--- src/rtl/mem_bus_pkg.sv ---
// Shared types and helpers for the memory-map controller.
// Holds the FSM state encoding, wait-counter width and region decode helper.
package mem_bus_pkg;

  typedef enum logic [1:0] {IDLE, ACCESS, DONE} mem_bus_state_t;

  localparam int WAIT_W = 4;

  function automatic logic [63:0] region_of(input logic [63:0] addr, input int unsigned shift);
    return addr >> shift;
  endfunction

endpackage

--- src/rtl/mem_bus_decode.sv ---
// Combinational address decode: region index, region-local offset, unmapped and read-only checks.
// Zero latency; no handshake.
module mem_bus_decode
  import mem_bus_pkg::*;
#(
  parameter int AW = 32,
  parameter int NS = 3,
  parameter int REGION_SHIFT = 14,
  parameter logic [NS-1:0] RO_MASK = 3'b010,
  localparam int SELW = (NS > 1) ? $clog2(NS) : 1
) (
  input  logic [AW-1:0]           addr,
  input  logic                    we,
  output logic [SELW-1:0]         region,
  output logic [REGION_SHIFT-1:0] local_addr,
  output logic                    unmapped,
  output logic                    ro_violation
);

  logic [63:0] full_region;

  // Comparing the whole upper field catches any stray high address bit.
  assign full_region  = region_of(64'(addr), REGION_SHIFT);
  assign unmapped     = full_region >= 64'(NS);
  assign region       = full_region[SELW-1:0];
  assign local_addr   = addr[REGION_SHIFT-1:0];
  assign ro_violation = we && !unmapped && RO_MASK[region];

endmodule

--- src/rtl/mem_bus_ctrl.sv ---
// Memory-map controller: decodes CPU accesses onto NS slave regions with per-region wait states.
// Optional error logging (err_addr/err_cnt) is built when MEM_BUS_ERRLOG_EN is defined.
module mem_bus_ctrl
  import mem_bus_pkg::*;
#(
  parameter int AW = 32,
  parameter int DW = 32,
  parameter int NS = 3,
  parameter int REGION_SHIFT = 14,
  parameter logic [NS*WAIT_W-1:0] WAIT_CYC = '0,
  parameter logic [NS-1:0] RO_MASK = 3'b010,
  localparam int SELW = (NS > 1) ? $clog2(NS) : 1
) (
  input  logic                    clk,
  input  logic                    rst,
  input  logic                    cpu_req,
  input  logic                    cpu_we,
  input  logic [AW-1:0]           cpu_addr,
  input  logic [DW-1:0]           cpu_wdata,
  output logic [DW-1:0]           cpu_rdata,
  output logic                    cpu_ready,
  output logic                    cpu_err,
  output logic [SELW-1:0]         slv_sel,
  output logic [REGION_SHIFT-1:0] slv_addr,
  output logic [DW-1:0]           slv_wdata,
  output logic [NS-1:0]           slv_we,
  input  logic [NS*DW-1:0]        slv_rdata
`ifdef MEM_BUS_ERRLOG_EN
  ,
  output logic [AW-1:0]           err_addr,
  output logic [7:0]              err_cnt
`endif
);

  mem_bus_state_t state, state_nxt;

  logic [SELW-1:0]         dec_region;
  logic [REGION_SHIFT-1:0] dec_local;
  logic                    dec_unmapped;
  logic                    dec_ro;
  logic                    bad_req;
  logic                    accept;
  logic                    capture;
  logic                    we_q;
  logic                    err_q;
  logic [WAIT_W-1:0]       cnt;

  mem_bus_decode #(
    .AW(AW), .NS(NS), .REGION_SHIFT(REGION_SHIFT), .RO_MASK(RO_MASK)
  ) u_decode (
    .addr(cpu_addr),
    .we(cpu_we),
    .region(dec_region),
    .local_addr(dec_local),
    .unmapped(dec_unmapped),
    .ro_violation(dec_ro)
  );

  assign bad_req = dec_unmapped || dec_ro;

  always_ff @(posedge clk or posedge rst) begin
    if (rst) state <= IDLE;
    else     state <= state_nxt;
  end

  always_comb begin
    state_nxt = state;
    accept    = 1'b0;
    capture   = 1'b0;
    slv_we    = '0;
    cpu_ready = 1'b0;
    cpu_err   = 1'b0;
    case (state)
      IDLE: begin
        if (cpu_req) begin
          accept    = 1'b1;
          state_nxt = bad_req ? DONE : ACCESS;
        end
      end
      ACCESS: begin
        if (cnt == '0) begin
          state_nxt = DONE;
          if (we_q) slv_we[slv_sel] = 1'b1;
          else      capture         = 1'b1;
        end
      end
      DONE: begin
        cpu_ready = 1'b1;
        cpu_err   = err_q;
        state_nxt = IDLE;
      end
      default: state_nxt = IDLE;
    endcase
  end

  // Slave-facing fields only move on mapped requests so slv_sel never points past NS-1.
  always_ff @(posedge clk or posedge rst) begin
    if (rst) begin
      slv_sel   <= '0;
      slv_addr  <= '0;
      slv_wdata <= '0;
      we_q      <= 1'b0;
      err_q     <= 1'b0;
      cnt       <= '0;
      cpu_rdata <= '0;
    end else if (accept) begin
      err_q     <= bad_req;
      cpu_rdata <= '0;
      if (!bad_req) begin
        slv_sel   <= dec_region;
        slv_addr  <= dec_local;
        slv_wdata <= cpu_wdata;
        we_q      <= cpu_we;
        cnt       <= WAIT_CYC[dec_region*WAIT_W +: WAIT_W];
      end else begin
        cnt <= '0;
      end
    end else if (state == ACCESS) begin
      if (cnt != '0) cnt <= cnt - 1'b1;
      if (capture)   cpu_rdata <= slv_rdata[slv_sel*DW +: DW];
    end
  end

`ifdef MEM_BUS_ERRLOG_EN
  always_ff @(posedge clk or posedge rst) begin
    if (rst) begin
      err_addr <= '0;
      err_cnt  <= '0;
    end else if (accept && bad_req) begin
      err_addr <= cpu_addr;
      if (err_cnt != 8'hFF) err_cnt <= err_cnt + 8'd1;
    end
  end
`endif

endmodule

--- config.mk ---
export PLATFORM = sky130hd
export DESIGN_NAME = mem_bus_ctrl
export DESIGN_NICKNAME = d
export VERILOG_FILES = /design/src/rtl/mem_bus_pkg.sv /design/src/rtl/mem_bus_decode.sv /design/src/rtl/mem_bus_ctrl.sv
export SDC_FILE = /design/constraint.sdc
export NUM_CORES = 1
export LEC_CHECK = 0
export ABC_CLOCK_PERIOD_IN_PS = 3700
export CORE_ASPECT_RATIO = 0.6
export CORE_MARGIN = 3
export CORE_UTILIZATION = 39
export DETAILED_ROUTE_END_ITERATION = 8
export PLACE_DENSITY = 0.8
export SLEW_MARGIN = 40
export SYNTH_ARGS = -nofsm -noshare
export SYNTH_HDL_FRONTEND = slang
export SYNTH_HIERARCHICAL = 1
export SYNTH_SLANG_ARGS = --single-unit
--- constraint.sdc ---
create_clock -name clk -period 3.7 [get_ports clk]
set_clock_uncertainty 0.1 [all_clocks]
set_input_delay 0.74 -clock clk [delete_from_list [all_inputs] [get_ports clk]]
set_output_delay 0.74 -clock clk [all_outputs]
set_load 0.02 [all_outputs]
After elaboration in Yosys (flattened, before gate mapping)
Index checks and enable logic that the tools add are counted.

Register bits after elaboration: 88. Bits in latches: 0. Bits in writable memories: 0. ROM bits: 0. Input port bits: 164. Output and inout port bits: 85. Word-level logic and storage cells: 60. Memories kept: 0.

$add $sub $neg: 1. Multipliers: 0. Divide/modulo/power cells: 0. $lt $le $gt $ge: 4. Equality and inequality tests: 4. Shift-type cells: 2. Mux-type cells: 25. Bitwise operators: 1. Reduce and logical (&&, ||, !) cells: 15.

Operator list (count): two-way mux 32 bit (3); indexed part select 96 x 8 -> 32 bit (1); >= comparator 18 x 2 -> 1 bit (second input constant) (1); two-way mux 4 bit (4); indexed part select 12 x 5 -> 4 bit (first input constant) (1); two-way mux 1 bit (9); two-way mux 3 bit (3); AND reduction 2 bit (4); < comparator 2 x 3 -> 1 bit (second input constant) (2); two-way mux 2 bit (3); nonzero test 2 bit (3); logical NOT 4 bit (1); inequality test 2 bit (second input constant) (2); case mux 2 bit (2 select lines) (1); nonzero test 4 bit (1); subtractor 4 x 1 -> 4 bit (second input constant) (1); logical AND 1 bit (3); binary-select mux 1 bit (select 2 bit) (1); demux 1 bit (select 2 bit) (1); == test 2 x 1 -> 1 bit (second input constant) (1); == test 2 bit (second input constant) (1); >= comparator 2 x 1 -> 1 bit (second input constant) (1); logical NOT 2 bit (1); logical NOT 1 bit (1); other kinds (2) (2).

Logic depth before layout (Yosys ltp)
Gate-level depths: netlist (run 1).

Depth in word-level cells: 8. Mapped depth: 7. Mapped depth without buffers: 6.

Modules after synthesis
The synthesis (run 1) kept the hierarchy.

Modules (own cells, without submodules): mem_bus_ctrl (instances 1, cells each 331, area each 4372.9 µm², sequential area each 2202.1 µm²); mem_bus_decode (instances 1, cells each 26, area each 205.2 µm², sequential area each 0.0 µm²).

Least setup slack after synthesis (run 1)
OpenSTA, ideal clock, no wires.

Kind: register to output. Start point: register slv_sel[1]. End point: output port slv_we[2]. Data arrival time: 1662 ps. Required time: 2860 ps. Setup slack: 1198 ps. Cell stages (with the launch flop): 4. Path buffers: 2. Cells stage by stage: dfrtp_1 > buf_2 > buf_1 > nor3b_1.

Longest elaborated chain between the ends: 7. Elaborated cells between the ends (all ways): 8. Those cells by class: order compare (2); mux (5); reduce/logical (1).

Ends and longest elaborated chain: start, declared (RTL line mem_bus_ctrl.sv:23) `output logic [SELW-1:0] slv_sel,`; start signal, assigned (RTL line mem_bus_ctrl.sv:110) `slv_sel <= dec_region;`; < comparator 2 x 3 -> 1 bit (implied by the code) / >= comparator 2 x 1 -> 1 bit (equally long branches) (RTL line mem_bus_ctrl.sv:83) `if (we_q) slv_we[slv_sel] = 1'b1;`; logical AND 1 bit (implied by the code) (RTL line mem_bus_ctrl.sv:83); two-way mux 1 bit (implied by the code) (RTL line mem_bus_ctrl.sv:83); demux 1 bit (select 2 bit) (*) (RTL line mem_bus_ctrl.sv:83); two-way mux 3 bit (*) (RTL line mem_bus_ctrl.sv:83); two-way mux 3 bit (*) (RTL line mem_bus_ctrl.sv:81) `if (cnt == '0) begin`; two-way mux 3 bit (*) (RTL line mem_bus_ctrl.sv:73) `case (state)`; end, declared (RTL line mem_bus_ctrl.sv:26) `output logic [NS-1:0] slv_we,`.

Mark *: on every way between the ends. The rest lies on a longest branch, timed or not.

Worst setup path after layout (run 1)
Start point: register cnt[0]. End point: output port slv_we[2].

Longest elaborated chain between the ends: 3.

Ends and longest elaborated chain: start, declared (RTL line mem_bus_ctrl.sv:46) `logic [WAIT_W-1:0] cnt;`; start signal, assigned (RTL line mem_bus_ctrl.sv:114) `cnt <= WAIT_CYC[dec_region*WAIT_W +: WAIT_W];`; start signal, assigned (RTL line mem_bus_ctrl.sv:119) `if (cnt != '0) cnt <= cnt - 1'b1;`; logical NOT 4 bit (RTL line mem_bus_ctrl.sv:81); two-way mux 3 bit (RTL line mem_bus_ctrl.sv:81); two-way mux 3 bit (RTL line mem_bus_ctrl.sv:73).

No other way between the ends.

==> impl_metrics.json, run 1 <==
{
  "status": "finished clean",
  "ys_seq_area_share_pct": 48.10,
  "crit_path_end": "slv_we[2]",
  "drcViolationCount": 0,
  "critPathArrivalTime_ns": 2.44,
  "grt_pass1_wl_mm": 20.10,
  "cts-root-buf": "clkbuf_16",
  "p_leak_nw": 3.455,
  "synth_cells": 357,
  "p_sw_share_pct": 19.91,
  "first_global_vias": 3855,
  "rsz0062_at_grt": "no",
  "cts_resized": 0,
  "yosys.area.top_type_share_pct": 48.10,
  "ant_nets": 0,
  "power_density_nw_per_um2": 293.1,
  "final.setup.tns_ns": 0,
  "clock-sinks": 88,
  "fp.dieH_um": 89.93,
  "post_cts_buffers": 0,
  "grt_overflow": 0,
  "layout.nets": 746,
  "ys_types": 30,
  "hold_viol": 0,
  "cts.reportedPaths.clkPinSlew_ns": 0.06,
  "core_um2": 10990,
  "critical_path.max_stage_delay_ns": 0.67,
  "start_util_pct": 41.64,
  "yosys_warnings": 6,
  "startpoint": "cnt[0]",
  "vdd_drop_max_mv": 0.2056,
  "async_flop_share_pct": 100.0,
  "sequentialPowerShare_pct": 44.6,
  "drive_gt1_share_pct": 14.02,
  "viasPerCell": 4.865,
  "avgRoutedWirePerCell_um": 17.09,
  "portBuffers": 248,
  "r2r_cells": 4,
  "avgSynthCellArea_um2": 12.82,
  "power_mw": 2.164,
  "end_kind": "primary output",
  "cts_buffers": 9,
  "power_frac_comb_pct": 11.5,
  "reg2reg_from": "state[0]",
  "gp_congestion": 0.7486,
  "tightest_slew_ns": 0.6480,
  "grt_max_degree": 54,
  "synth_area_um2": 4578,
  "final_util_pct": 67.16,
  "setup_viol": 0,
  "hold_depth": 1,
  "hold_buffers": 0,
  "cp.depth": 6,
  "crit_type": "reg -> out",
  "p_switching_mw": 0.4308,
  "clkLatencyLatePin_ns": 0.32,
  "area_delta_synth_final_pct": 61.27,
  "setup_ws_ns": 0.4235,
  "slew_violations": 0,
  "synth_area_leaders": "dfrtp_1 48%, mux2_4 16%, mux2i_1 14%",
  "ios": 249,
  "hp-class": "reg -> reg",
  "finalInstanceArea_um2": 7383,
  "power.internal_mw": 1.733,
  "worst_path_dominant_cell_family": "buffers and inverters",
  "stdcell_count": 740,
  "dp_cells": 724,
  "drtIter0Drc": 111,
  "drt_wl_total_mm": 12.65,
  "yosys-top-cells-count": "88 x dfrtp_1, 66 x mux2i_1, 48 x mux2_4",
  "rows": 29,
  "syn-num-nets": 523,
  "fill_cells": 832,
  "cts_buffer_depth": 2,
  "min_period_ns": 3.277,
  "slew_headroom_pct": 56.80,
  "synth_enable_flop_cells": 0,
  "worst_ep_required_time_ns": 2.86,
  "holdWs_ns": 0.4039,
  "vias": 3600,
  "dr.pass1.iters": 4,
  "post-route-period-util_pct": 88.55,
  "antennaDiodeCount": 0,
  "cts_tree": "built",
  "cpMostUsedCell": "nor3b_1",
  "dpl_cell_area_um2": 7069,
  "dieArea_um2": 13120,
  "r2r_setup_slack_ns": 1.46,
  "max_freq_ghz": 0.3052,
  "pre_cts_ws_ns": 0.3414,
  "yosys.area.top_type": "dfrtp_1",
  "start_kind": "flip-flop",
  "yosysMostFrequentCell": "dfrtp_1",
  "cpMaxStageDelayCell": "clkdlybuf4s50_1",
  "maxCapViolations": 0,
  "critPathBufInv": 2,
  "ys_ff_latch": 88,
  "crit_fanout": 4,
  "hpwl_mm": 9.708,
  "p_clk_share_pct": 43.9,
  "synth_ff_type": "dfrtp_1",
  "track_usage_pct": 18.87,
  "die_x_um": 145.9,
  "grt_antenna_before_repair": 0,
  "htreeDepth": 3,
  "path_cells": "inv_1 > ha_1 > nor3b_1 > nand3_1 > nor3b_1 > clkdlybuf4s50_1",
  "r2r_end": "slv_wdata[16]"
}
[power by group through the flow]
stage	sequential, mW	combinational [mW]	clock, mW
after global routing	0.963	0.268	1.02
after detailed placement	0.982	0.252	0
after global placement	0.982	0.246	0
after CTS	0.964	0.253	0.982
after floorplan	0.982	0.0672	0
final	0.964	0.249	0.951
[final cells by class]
type / instances / area, µm² / share of cell area, %
multi-input combinational: 222 / 2092 / 28.33
timing repair buffer: 256 / 2567 / 34.77
inverter: 3 / 12.51 / 0.1695
sequential: 88 / 2203 / 29.84
clock buffer: 11 / 232.7 / 3.152
tap: 155 / 193.9 / 2.627
clock inverter: 5 / 81.33 / 1.102
[per-layer routing]
metal,share of wire [%],vias up,track usage (%)
met5,0,-,0
met4,0.59,0,3.318
met3,7.7,8,6.482
met2,50,136,32.12
met1,42,1751,23.67
li1,-,1705,-
[registers in the layout, indices dropped and copies added (netlist names)]
name       count
cpu_rdata     32
slv_wdata     32
slv_addr      14
cnt            4
slv_sel        2
state          2
err_q          1
we_q           1
[cells by family after synthesis]
| family | share of synthesized area [%] |
|---|---|
| flip-flops | 48.10 |
| AND/OR/NAND/NOR | 7.571 |
| adder cells (fa/ha/maj) | 0.5465 |
| multiplexers | 30.42 |
| buffers and inverters | 6.286 |
| AO/OA/AOI/OAI | 7.078 |
[worst min path at each step]
stage                           start     endpoint  slack (ns)
final                        state[1]     state[1]        0.40
after global routing      slv_addr[5]  slv_addr[5]        0.41
after CTS                    state[1]     state[1]        0.40
after detailed placement     state[1]     state[1]        0.39
after global placement       state[1]     state[1]        0.37
after floorplan              state[1]     state[1]        0.35
[cells in the final DEF, fill, tap and decap left out, types with 2 or more instances in the layout]
cell type | synthesis | final
ha_1 | 2 | 2
mux2_4 | 48 | 48
a2bb2oi_1 | 32 | 32
buf_4 | 16 | 6
bufinv_16 | 0 | 2
nor3b_1 | 4 | 4
clkinv_2 | 0 | 2
clkdlybuf4s50_1 | 0 | 248
inv_1 | 3 | 2
a21oi_1 | 3 | 3
mux2i_1 | 66 | 66
buf_12 | 0 | 2
nand2_1 | 40 | 40
dfrtp_1 | 88 | 87
nor2b_1 | 3 | 2
nor3_1 | 2 | 2
clkbuf_1 | 14 | 2
clkbuf_16 | 0 | 9
nand3_1 | 5 | 5
nor4_2 | 5 | 5
Power figures use the tool's default switching activity.
==> inputs of run 2 (changes only) <==
--- a/config.mk
+++ b/config.mk
@@ -7,9 +7,11 @@
 export LEC_CHECK = 0
 export ABC_CLOCK_PERIOD_IN_PS = 3700
 export CORE_ASPECT_RATIO = 0.6
-export CORE_MARGIN = 3
+export CORE_MARGIN = 5
 export CORE_UTILIZATION = 39
+export CTS_CLUSTER_DIAMETER = 150
 export DETAILED_ROUTE_END_ITERATION = 8
+export HOLD_SLACK_MARGIN = 0.15
 export PLACE_DENSITY = 0.8
 export SLEW_MARGIN = 40
 export SYNTH_ARGS = -nofsm -noshare
==> impl_metrics.json, run 2 (synthesis gave the netlist of run 1 again) <==
{
  "final.setup.tns_ns": 0,
  "hpwl_mm": 10.23,
  "r2r_end": "slv_wdata[20]",
  "crit_type": "reg -> out",
  "dp_cells": 729,
  "track_usage_pct": 18.28,
  "r2r_setup_slack_ns": 1.51,
  "start_util_pct": 40.25,
  "dieArea_um2": 14080,
  "top_regs": "cpu_rdata: 32 flops, slv_wdata: 32 flops, slv_addr: 14 flops",
  "start_kind": "flip-flop",
  "portBuffers": 248,
  "vias": 3610,
  "grt_pass1_wl_mm": 20.30,
  "cts_buffer_depth": 2,
  "drcViolationCount": 0,
  "status": "finished clean",
  "hp-start": "err_q",
  "hold_depth": 1,
  "post-route-period-util_pct": 90.07,
  "drt_wl_total_mm": 12.91,
  "vdd_drop_max_mv": 0.2163,
  "drtIter0Drc": 83,
  "avgRoutedWirePerCell_um": 17.33,
  "core_um2": 11370,
  "worst_ep_required_time_ns": 2.86,
  "min_period_ns": 3.333,
  "crit_fanout": 4,
  "cts_buffers": 9,
  "slew_headroom_pct": 61.32,
  "grt_max_degree": 47,
  "grt_overflow": 0,
  "first_global_vias": 3973,
  "die_x_um": 149.9,
  "reg2reg_from": "state[0]",
  "dr.pass1.iters": 4,
  "cts.reportedPaths.clkPinSlew_ns": 0.06,
  "clkLatencyLatePin_ns": 0.33,
  "rsz0062_at_grt": "no",
  "holdPathEnd": "err_q",
  "rows": 30,
  "r2r_cells": 4,
  "htreeDepth": 3,
  "cts-root-buf": "clkbuf_16",
  "clock-sinks": 88,
  "drive_gt1_share_pct": 14.02,
  "max_freq_ghz": 0.3001,
  "setup_viol": 0,
  "hp-class": "reg -> reg",
  "tightest_slew_ns": 0.5802,
  "end_kind": "primary output",
  "slew_violations": 0,
  "grt_antenna_before_repair": 0,
  "hold_buffers": 0,
  "maxCapViolations": 0,
  "ios": 249,
  "power_density_nw_per_um2": 292.2,
  "area_delta_synth_final_pct": 61.52,
  "antennaDiodeCount": 0,
  "viasPerCell": 4.846,
  "layout.nets": 746,
  "mostFrequentLayoutCells": "248 x clkdlybuf4s50_1, 87 x dfrtp_1, 66 x mux2i_1, 48 x mux2_4, 40 x nand2_1",
  "cts_tree": "built",
  "final_common_cell": "clkdlybuf4s50_1",
  "gp_congestion": 0.7965,
  "stdcell_count": 745,
  "p_leak_nw": 3.457,
  "cts_resized": 0,
  "fp.dieH_um": 93.93,
  "critPathArrivalTime_ns": 2.49,
  "ant_nets": 0,
  "post_cts_buffers": 0,
  "hold_viol": 0
}
[run 2: changes by cell type in the layout (fill, tap and decap cells not counted), sizes merged]
cell	change
inv	+1
clkinv	-1
[run 2: final cells by class]
class                   count  area (µm²)
fillers                   881        3979
repair buffers            256        2567
flip-flops and latches     88        2203
multi-input cells         222        2096
clock buffers              11       232.7
well taps                 160       200.2
clock inverters             5       81.33
inverters                   3       13.76
[run 2: worst max-delay path by stage]
stage | from | endpoint | slack (ns) | cells past startpoint
after CTS | cnt[0] | slv_we[2] | 0.33 | 6
after global placement | cpu_addr[17] | slv_sel[1] | 0.46 | 6
final | cnt[0] | slv_we[2] | 0.37 | 6
after floorplan | rst | cnt[0] | 0.58 | 1
after detailed placement | cpu_addr[17] | slv_wdata[18] | 0.47 | 7
after global routing | cnt[0] | slv_we[2] | 0.18 | 6
[run 2: power breakdown]
part / internal, mW / switching (mW) / leakage, nW / total, mW
clock network: 0.592 / 0.354 / 0.150 / 0.945
logic: 0.178 / 0.0733 / 2.09 / 0.252
registers: 0.963 / 0.000946 / 1.22 / 0.964
total: 1.73 / 0.428 / 3.46 / 2.16
[run 2: stage by stage]
step                utilization, %  power (mW)  area, µm²  worst slack, ns  hold slack [ns]
floorplan                        -       1.049       4578           0.5814           0.3503
global placement             62.07       1.232       7059           0.4618           0.3717
detailed placement           62.24       1.237       7079           0.4711           0.3768
CTS                          65.01       2.196       7393           0.3262           0.3860
global route                 65.02       2.244       7395           0.1832           0.4167
finish                       65.02       2.161       7395           0.3675           0.3821
[run 2: metal layers]
metal	track usage [%]	vias up	routed length (µm)
met5	0	-	0
met4	4.262	0	152
met3	6.075	14	1032
met2	31.41	134	6419
met1	22.37	1757	5305
li1	-	1705	-
[run 2: worst max-delay path, cell delays in order (launching register included)]
cell,delay (ns)
dfrtp_1,0.37
inv_1,0.12
ha_1,0.17
nor3b_1,0.34
nand3_1,0.24
nor3b_1,0.26
clkdlybuf4s50_1,0.66
==> inputs of run 3 (changes only) <==
--- a/config.mk
+++ b/config.mk
@@ -13,6 +13,7 @@
 export DETAILED_ROUTE_END_ITERATION = 8
 export HOLD_SLACK_MARGIN = 0.15
 export PLACE_DENSITY = 0.8
+export SKIP_CTS_REPAIR_TIMING = 1
 export SLEW_MARGIN = 40
 export SYNTH_ARGS = -nofsm -noshare
 export SYNTH_HDL_FRONTEND = slang
==> results of run 3 <==
No change in the layout: final DEF, timing and power equal those of run 2.
